**config.mk**
```make
export PLATFORM = sky130hd
export DESIGN_NAME = sw_encoder16x4
export DESIGN_NICKNAME = d
export VERILOG_FILES = /design/src/rtl/sw_encoder_pkg.sv /design/src/rtl/sw_encoder16x4_debounce.sv /design/src/rtl/sw_encoder16x4.sv
export SDC_FILE = /design/constraint.sdc
export NUM_CORES = 1
export LEC_CHECK = 0
export BUFFER_PORTS_ARGS = -buffer_cell sky130_fd_sc_hd__buf_2
export CAP_MARGIN = 20
export CORE_MARGIN = 8
export CORE_UTILIZATION = 40
export DETAILED_ROUTE_END_ITERATION = 16
export GPL_TIMING_DRIVEN = 0
export SLEW_MARGIN = 25
export SYNTH_ARGS = -nofsm -noshare
export SYNTH_HDL_FRONTEND = slang
export SYNTH_SLANG_ARGS = --single-unit
```
**constraint.sdc**
```tcl
create_clock -name clk_100MHz -period 8.67 [get_ports clk_100MHz]
set_input_delay 1.734 -clock clk_100MHz [delete_from_list [all_inputs] [get_ports clk_100MHz]]
set_output_delay 1.734 -clock clk_100MHz [all_outputs]
set_load 0.01 [all_outputs]
```
**src/rtl/sw_encoder_pkg.sv**
```systemverilog
`default_nettype none
// +----------------------------------------------------------------------------+
// | Module   : sw_encoder_pkg                                                  |
// | Purpose  : Shared types and constants for the 16-switch encoder: vector    |
// |            and code widths, event FSM state type, encoded-result struct    |
// |            and the encode helper (highest set index, none, multi).         |
// | Ports    : none (package)                                                  |
// | Revision : 1.0  initial release                                            |
// +----------------------------------------------------------------------------+
package sw_encoder_pkg;

   localparam int c_code_w = 4;
   localparam int c_vec_w  = 16;

   typedef enum logic [0:0] {
      IDLE = 1'b0,
      HOLD = 1'b1
   } state_t;

   typedef struct packed {
      logic [c_code_w-1:0] code;
      logic                none;
      logic                multi;
   } enc_t;

   // Value presented after reset: "nothing pressed".
   localparam enc_t c_enc_rst = '{code: '0, none: 1'b1, multi: 1'b0};

   // Highest-index priority encode plus none/multi flags.
   function automatic enc_t encode(input logic [c_vec_w-1:0] v);
      enc_t       r;
      logic [4:0] ones;
      r.code = '0;
      ones   = '0;
      for (int i = 0; i < c_vec_w; i++) begin
         if (v[i]) r.code = c_code_w'(i);
         ones = ones + {4'd0, v[i]};
      end
      r.none  = (v == '0);
      r.multi = (ones > 5'd1);
      return r;
   endfunction

endpackage
`default_nettype wire

```
**src/rtl/sw_encoder16x4_debounce.sv**
```systemverilog
`default_nettype none
// +----------------------------------------------------------------------------+
// | Module   : sw_debounce                                                     |
// | Purpose  : 2-FF synchronizer followed by a whole-vector debouncer. The     |
// |            candidate vector must stay unchanged for DEBOUNCE_CYCLES clocks |
// |            before it is committed as the new stable vector.                |
// | Ports    : clk      - system clock                                         |
// |            rst_n    - asynchronous active-low reset                        |
// |            i_sw     - raw asynchronous switch vector                       |
// |            o_cand   - current candidate (debounce) vector                  |
// |            o_commit - one-cycle strobe: o_cand is committed on this edge   |
// | Revision : 1.0  initial release                                            |
// +----------------------------------------------------------------------------+
module sw_debounce
   import sw_encoder_pkg::*;
#(
   parameter int DEBOUNCE_CYCLES = 1_000_000,
   parameter int CNT_W           = 20
) (
   input  logic               clk,
   input  logic               rst_n,
   input  logic [c_vec_w-1:0] i_sw,
   output logic [c_vec_w-1:0] o_cand,
   output logic               o_commit
);

   localparam logic [CNT_W-1:0] c_cnt_last = CNT_W'(DEBOUNCE_CYCLES - 1);

   logic [c_vec_w-1:0] r_s1;
   logic [c_vec_w-1:0] r_s2;
   logic [c_vec_w-1:0] r_cand;
   logic [c_vec_w-1:0] r_stable;
   logic [CNT_W-1:0]   r_cnt;
   logic               w_commit;

   // Commit once the candidate has survived the full count and differs from
   // what is already committed; a revert to the stable value never commits.
   assign w_commit = (r_s2 == r_cand) && (r_cnt == c_cnt_last) && (r_cand != r_stable);

   always_ff @(posedge clk or negedge rst_n) begin
      if (!rst_n) begin
         r_s1     <= '0;
         r_s2     <= '0;
         r_cand   <= '0;
         r_stable <= '0;
         r_cnt    <= '0;
      end else begin
         r_s1 <= i_sw;
         r_s2 <= r_s1;
         if (r_s2 != r_cand) begin
            r_cand <= r_s2;
            r_cnt  <= '0;
         end else if (r_cnt != c_cnt_last) begin
            r_cnt <= r_cnt + CNT_W'(1);
         end
         if (w_commit) r_stable <= r_cand;
      end
   end

   assign o_cand   = r_cand;
   assign o_commit = w_commit;

endmodule
`default_nettype wire

```
**src/rtl/sw_encoder16x4.sv**
```systemverilog
`default_nettype none
// +----------------------------------------------------------------------------+
// | Module   : sw_encoder16x4                                                  |
// | Purpose  : 16 slide switches -> 4-bit index of the highest active switch,  |
// |            with none/multi flags, plus a valid/ready event per commit.     |
// | Ports    : clk_100MHz - system clock                                       |
// |            reset_n    - asynchronous active-low reset                      |
// |            sw         - raw switches (asynchronous)                        |
// |            code/none/multi          - committed encode result            |
// |            evt_valid/evt_ready      - event handshake                     |
// |            evt_code/evt_none/evt_multi - event payload                    |
// | Revision : 1.0  initial release                                            |
// +----------------------------------------------------------------------------+
module sw_encoder16x4
   import sw_encoder_pkg::*;
#(
   parameter int DEBOUNCE_CYCLES = 1_000_000,
   parameter int CNT_W           = 20
) (
   input  logic                clk_100MHz,
   input  logic                reset_n,
   input  logic [c_vec_w-1:0]  sw,
   output logic [c_code_w-1:0] code,
   output logic                none,
   output logic                multi,
   output logic                evt_valid,
   input  logic                evt_ready,
   output logic [c_code_w-1:0] evt_code,
   output logic                evt_none,
   output logic                evt_multi
);

   logic [c_vec_w-1:0] w_cand;
   logic               w_commit;
   enc_t               w_enc;

   state_t r_state, w_state_nxt;
   enc_t   r_out;
   enc_t   r_evt, w_evt_nxt;
   enc_t   r_shadow, w_shadow_nxt;
   logic   r_pend, w_pend_nxt;

   sw_debounce #(
      .DEBOUNCE_CYCLES (DEBOUNCE_CYCLES),
      .CNT_W           (CNT_W)
   ) u_debounce (
      .clk      (clk_100MHz),
      .rst_n    (reset_n),
      .i_sw     (sw),
      .o_cand   (w_cand),
      .o_commit (w_commit)
   );

   assign w_enc = encode(w_cand);

   // Event FSM: HOLD keeps the offered event frozen until accepted; commits
   // arriving meanwhile collapse into a single newest-value shadow slot.
   always_comb begin
      w_state_nxt  = r_state;
      w_evt_nxt    = r_evt;
      w_shadow_nxt = r_shadow;
      w_pend_nxt   = r_pend;
      case (r_state)
         IDLE: begin
            if (w_commit) begin
               w_evt_nxt   = w_enc;
               w_state_nxt = HOLD;
            end
         end
         HOLD: begin
            if (evt_ready) begin
               w_pend_nxt = 1'b0;
               if (w_commit) begin
                  // Same-edge commit is newer than anything in the shadow.
                  w_evt_nxt = w_enc;
               end else if (r_pend) begin
                  w_evt_nxt = r_shadow;
               end else begin
                  w_state_nxt = IDLE;
               end
            end else if (w_commit) begin
               w_shadow_nxt = w_enc;
               w_pend_nxt   = 1'b1;
            end
         end
         default: w_state_nxt = IDLE;
      endcase
   end

   always_ff @(posedge clk_100MHz or negedge reset_n) begin
      if (!reset_n) begin
         r_state  <= IDLE;
         r_out    <= c_enc_rst;
         r_evt    <= c_enc_rst;
         r_shadow <= c_enc_rst;
         r_pend   <= 1'b0;
      end else begin
         r_state  <= w_state_nxt;
         r_evt    <= w_evt_nxt;
         r_shadow <= w_shadow_nxt;
         r_pend   <= w_pend_nxt;
         if (w_commit) r_out <= w_enc;
      end
   end

   assign code      = r_out.code;
   assign none      = r_out.none;
   assign multi     = r_out.multi;
   // Valid is purely the state register, so it never depends on evt_ready
   // and drops immediately with the asynchronous reset.
   assign evt_valid = (r_state == HOLD);
   assign evt_code  = r_evt.code;
   assign evt_none  = r_evt.none;
   assign evt_multi = r_evt.multi;

endmodule
`default_nettype wire

```
==> results of run 1 <==
-- layout make-up --
class | count | area (sq um)
Fill cell | 1080 | 6030
Timing Repair Buffer | 32 | 181
Inverter | 34 | 128
Tap cell | 143 | 179
Clock buffer | 10 | 239
Buffer | 24 | 109
Clock inverter | 6 | 91.3
Multi-Input combinational cell | 257 | 1850
Sequential cell | 104 | 2610
-- routing by layer --
layer / wire length, microns / vias up / global-route usage, %
met5: 0 / - / 0
met2: 4420 / 69 / 19.6
met4: 207 / 0 / 5.60
met3: 361 / 15 / 3.57
met1: 4350 / 1500 / 16.1
li1: - / 1498 / -
-- worst max path at each step --
stage,end
floorplan,evt_multi
global placement,multi
detailed placement,evt_multi
CTS,evt_multi
global route,evt_multi
finish,evt_multi
-- sequential cells by signal (all words and copies together) (netlist names) --
| signal | cells |
|---|---|
| code | 4 |
| evt_code | 4 |
| evt_multi | 1 |
| evt_none | 1 |
| evt_valid | 1 |
| multi | 1 |
| none | 1 |
| r_pend | 1 |
| r_shadow | 6 |
| u_debounce.o_cand | 16 |
| u_debounce.r_cnt | 20 |
| u_debounce.r_s1 | 16 |
| u_debounce.r_s2 | 16 |
| u_debounce.r_stable | 16 |
-- metrics by stage --
step	area, sq um	setup slack (ns)
after floorplan	4700	4.98
after global placement	5030	4.75
after detailed placement	5060	4.61
after CTS	5390	4.59
after global routing	5390	4.38
final	5390	4.63
-- power groups by stage --
stage / logic (mW) / registers (mW) / clock network, mW
floorplan: 0.0757 / 0.515 / 0
global placement: 0.105 / 0.518 / 0
detailed placement: 0.114 / 0.518 / 0
CTS: 0.115 / 0.509 / 0.456
global route: 0.135 / 0.510 / 0.474
finish: 0.113 / 0.508 / 0.441
-- critical path, cell delays in order (launching register included) --
cell,delay (ns)
dfrtp_1,0.48
inv_1,0.16
fa_1,0.57
fa_1,0.45
fa_1,0.52
fa_1,0.41
inv_1,0.07
ha_1,0.16
inv_1,0.06
fa_1,0.35
inv_1,0.07
o21ai_0,0.08
nand3_1,0.16
o22ai_1,0.10
a221oi_1,0.32
-- synth_stat cells, types with 2 or more instances --
master,count
dfrtp_1,101
inv_1,34
nor2_1,32
nand2_1,29
xnor2_1,26
xor2_1,23
clkbuf_1,19
a21oi_1,14
nand4_1,14
mux2_2,11
o21ai_1,11
fa_1,10
nand3_1,10
o21ai_0,10
nor4_1,9
ha_1,7
nor3_1,7
mux2i_1,5
a221oi_1,3
buf_2,3
dfstp_2,3
nand4b_1,3
o22ai_1,3
o31ai_1,3
a211oi_1,2
buf_6,2
nor2b_1,2
o2bb2ai_1,2
o311ai_0,2
-- kinds of logic after synthesis --
logic type / count (synthesis)
simple gates: 121
flops: 104
buf+inv: 58
compound gates: 54
xor+xnor: 49
fa+ha+maj: 17
mux: 16
==> results.toml, run 1 <==
[worst_setup_path]
critPathKind = "flip-flop to flip-flop"
worst_setup_path_start_kind = "flip-flop"
crit_path_end_kind = "flip-flop"
critPathMaxFanout = 5
reg2reg_slack_ns = 4.63
regToRegEndpoint = "evt_multi"
crit_path_start = "u_debounce.o_cand[11]"
r2r-start = "u_debounce.o_cand[11]"
required_ns = 8.91
arrival_ns = 4.28
reg2reg_depth = 14

[logic_synthesis]
synth-edff-count = 0
synth.area.top_cells = "dfrtp_1, xnor2_1, xor2_1"
ys_types = 48
synth_top_area_share_pct = 53.8
synth_nets = 455
synth_top_family_by_area = "simple AND/OR/NAND/NOR gates"
yosysWarnings = 0
yosys.area_share.xor_xnor_pct = 9.14
synth_cells = 419
ys_ff_latch = 104
synth-adder-area-share_pct = 6.13
synth.largest_area_cell = "dfrtp_1"
syn_area_per_cell_sq_um = 11.2
synth_flop_cell = "dfrtp_1"
ys_seq_area_share_pct = 55.5
synthMuxAreaShare_pct = 3.70
synthArstFlopShare_pct = 100
yosys.area_share.simple_pct = 13.4
netlist_area_sq_mm = 0.00470
synth_compound_area_share_pct = 7.06

[power]
power.share.combinational_pct = 10.6
power_switching_uw = 256
p_total_mw = 1.06
clockPowerShare_pct = 41.5
ir_drop_uv = 97.5
p_seq_share_pct = 47.9
p_leak_nw = 2.36
switching_share_pct = 24.1
internal-power_uw = 806
power_density_mw_per_mm2 = 197

[place]
dp_cells = 594
place_congestion = 0.889
dp_hpwl_microns = 6740
port-buffer-count = 31

[clock_tree]
htree_num_levels = 3
clockRootBuffer = "clkbuf_16"
cts_setup_buffers = 0
clk_pin_slew_ns = 0.07
cts_tree = "yes"
clockBufferDepth = 2
cts_buffers = 9
clock-sinks = 104
postCtsHoldBufs = 0
insertion_delay_ns = 0.34
ctsResizeCount = 0

[global_route]
grt_antenna_before_repair = 0
grt_pass1_wl_microns = 16100
first_global_vias = 3236
grt_overflow = 0
grt_max_degree = 64
grtUsageTotal_pct = 12.7

[route]
dr.first_iter.drc_count = 264
postRouteAntennaNets = 0
wirelength_microns = 9340
route.vias.total = 3082
drc_errors = 0
first_pass_iters = 4
vias_per_cell = 5.05
wire_per_inst_microns = 15.3

[sta]
rsz0062_at_grt = "false"
finalSetupViolCount = 0
maxSlewHeadroom_pct = 55.3
tns_ns = 0
slew_violations = 0
hold_violations = 0
fmax_mhz = 248
period_minus_slack_ns = 4.04
clock-skew-final_ns = 0.00625
worst_pin_slew_ns = 0.665
fin_crit_sh_pct = 46.6
hold_ws_ns = 0.341

[cells_and_area]
mostFrequentLayoutCells = "dfrtp_1, inv_1, buf_2"
drive_gt1_share_pct = 15.6
post_layout_nonfiller_instances = 610
antenna_cells = 0
syn_to_final_growth_pct = 14.7
fin_util_pct = 47.2
final_common_cell = "dfrtp_1"
final_nets = 498

[floorplanning]
start_util_pct = 41.1
core_area_sq_mm = 0.0114
die_area_sq_mm = 0.0155
die_height_microns = 124
rows = 39
dieWidth_microns = 124
io_pins = 32

[hold_path]
hold_depth = 0
hold_path_end = "u_debounce.r_s2[1]"
hold_path_class = "flip-flop to flip-flop"
holdCritStartpoint = "u_debounce.r_s1[1]"

[run]
drv_cap = 0

[run_status]
status = "finished, final reports clean"
Power figures use the tool's default switching activity.
==> run 2, diff against run 1 <==
==> constraint.sdc (replaced) <==
create_clock -name clk_100MHz -period 4.2 [get_ports clk_100MHz]
set_input_delay 0.84 -clock clk_100MHz [delete_from_list [all_inputs] [get_ports clk_100MHz]]
set_output_delay 0.84 -clock clk_100MHz [all_outputs]
set_load 0.01 [all_outputs]
==> run 2 against run 1 <==
Compared with the run above:
- worst hold slack about the same
- total power rose by 110%
- combinational power grew 110%
- largest power group unchanged
==> results.toml, run 2 (synthesis gave the netlist of run 1 again) <==
[floorplanning]
die_height_microns = 124
rows = 39
io_pins = 32
core_area_sq_mm = 0.0114
dieWidth_microns = 124
start_util_pct = 41.1
die_area_sq_mm = 0.0155

[route]
wire_per_inst_microns = 15.3
wirelength_microns = 9350
first_pass_iters = 4
drc_errors = 0
dr.first_iter.drc_count = 284
vias_per_cell = 5.06
route.vias.total = 3087
postRouteAntennaNets = 0

[power]
p_total_mw = 2.19
ir_drop_uv = 201
power_density_mw_per_mm2 = 407
p_leak_nw = 2.36

[sta]
maxSlewHeadroom_pct = 55.3
clock-skew-final_ns = 0.00602
fin_crit_sh_pct = 93.8
slew_violations = 0
rsz0062_at_grt = "false"
worst_pin_slew_ns = 0.666
finalSetupViolCount = 0
hold_violations = 0
fmax_mhz = 254
period_minus_slack_ns = 3.94
tns_ns = 0

[clock_tree]
clockBufferDepth = 2
cts_tree = "yes"
cts_buffers = 9
htree_num_levels = 3
clk_pin_slew_ns = 0.07
clock-sinks = 104
clockRootBuffer = "clkbuf_16"
insertion_delay_ns = 0.34
cts_setup_buffers = 0

[worst_setup_path]
critPathMaxFanout = 5
arrival_ns = 4.18
required_ns = 4.44
reg2reg_depth = 14
crit_path_end_kind = "flip-flop"
critPathKind = "flip-flop to flip-flop"
worst_setup_path_start_kind = "flip-flop"

[global_route]
grt_max_degree = 64
grt_overflow = 0
grt_antenna_before_repair = 0
grtUsageTotal_pct = 12.7
grt_pass1_wl_microns = 16100
first_global_vias = 3236

[cells_and_area]
top_register = "u_debounce.r_cnt"
mostFrequentLayoutCells = "dfrtp_1, inv_1, buf_2"
antenna_cells = 0
syn_to_final_growth_pct = 14.8
largest_register_ffs = 20
final_nets = 498
drive_gt1_share_pct = 16.7
final_common_cell = "dfrtp_1"

[place]
place_congestion = 0.889
dp_hpwl_microns = 6740
port-buffer-count = 31

[hold_path]
hold_path_class = "flip-flop to flip-flop"
hold_depth = 0

[run]
drv_cap = 0

[run_status]
status = "finished, final reports clean"
[run 2: cell counts in the layout (fill, tap and decap cells not counted)]
No cell type changed its count.
[run 2: what timing repair did]
item                                    4_1_cts  5_1_grt
endpoints found under the setup margin        0        3
endpoints found under the hold margin         0        0
hold buffers                                  0        0
gates resized for setup                       0        5
[run 2: layer usage]
layer	GRT usage, %	up-vias	wire (microns)	part of all wire, %
li1	-	1500	-	-
met1	16.1	1498	4350	46
met2	19.6	74	4420	47
met3	3.57	15	370	4.0
met4	5.60	0	207	2.2
met5	0	-	0	0
[run 2: worst paths after layout]
path | start | to | slack [ns]
worst max-delay path | u_debounce.o_cand[11] | evt_multi | 0.26
worst min-delay path | u_debounce.r_s1[1] | u_debounce.r_s2[1] | 0.34
worst max register to register | u_debounce.o_cand[11] | evt_multi | 0.26
worst min register to register | u_debounce.r_s1[1] | u_debounce.r_s2[1] | 0.34
max in group asynchronous | reset_n | r_shadow[1] | 3.03
min in group asynchronous | reset_n | u_debounce.r_s2[0] | 0.48
[run 2: critical path, stage by stage (launching register included)]
cell and delay [ns]:
dfrtp_2 0.43, inv_1 0.12, fa_1 0.56, fa_1 0.45, fa_1 0.52, fa_1 0.41, inv_1 0.07, ha_1 0.16
inv_1 0.06, fa_1 0.35, inv_1 0.07, o21ai_0 0.08, nand3_1 0.15, o22ai_1 0.10, a221oi_1 0.32
[run 2: power breakdown]
group          switching [mW]  internal, mW  total [mW]
clock network           0.369         0.540       0.910
registers              0.0228          1.03        1.05
logic                   0.136        0.0970       0.233
[run 2: area by class of cell]
type | count | area (sq um)
Buffer | 24 | 109
Clock buffer | 10 | 239
Inverter | 34 | 128
Clock inverter | 6 | 91.3
Sequential cell | 104 | 2610
Multi-Input combinational cell | 257 | 1850
Tap cell | 143 | 179
Timing Repair Buffer | 32 | 181
Fill cell | 1083 | 6030
[run 2: stage by stage]
step	std cells	area [sq um]	util, %	worst slack, ns	hold WS [ns]
floorplan	419	4700	-	0.510	0.331
global placement	593	5030	44.1	0.279	0.333
detailed placement	594	5060	44.3	0.136	0.335
CTS	610	5390	47.2	0.124	0.341
global route	610	5390	47.2	0.0280	0.357
finish	610	5390	47.2	0.260	0.341
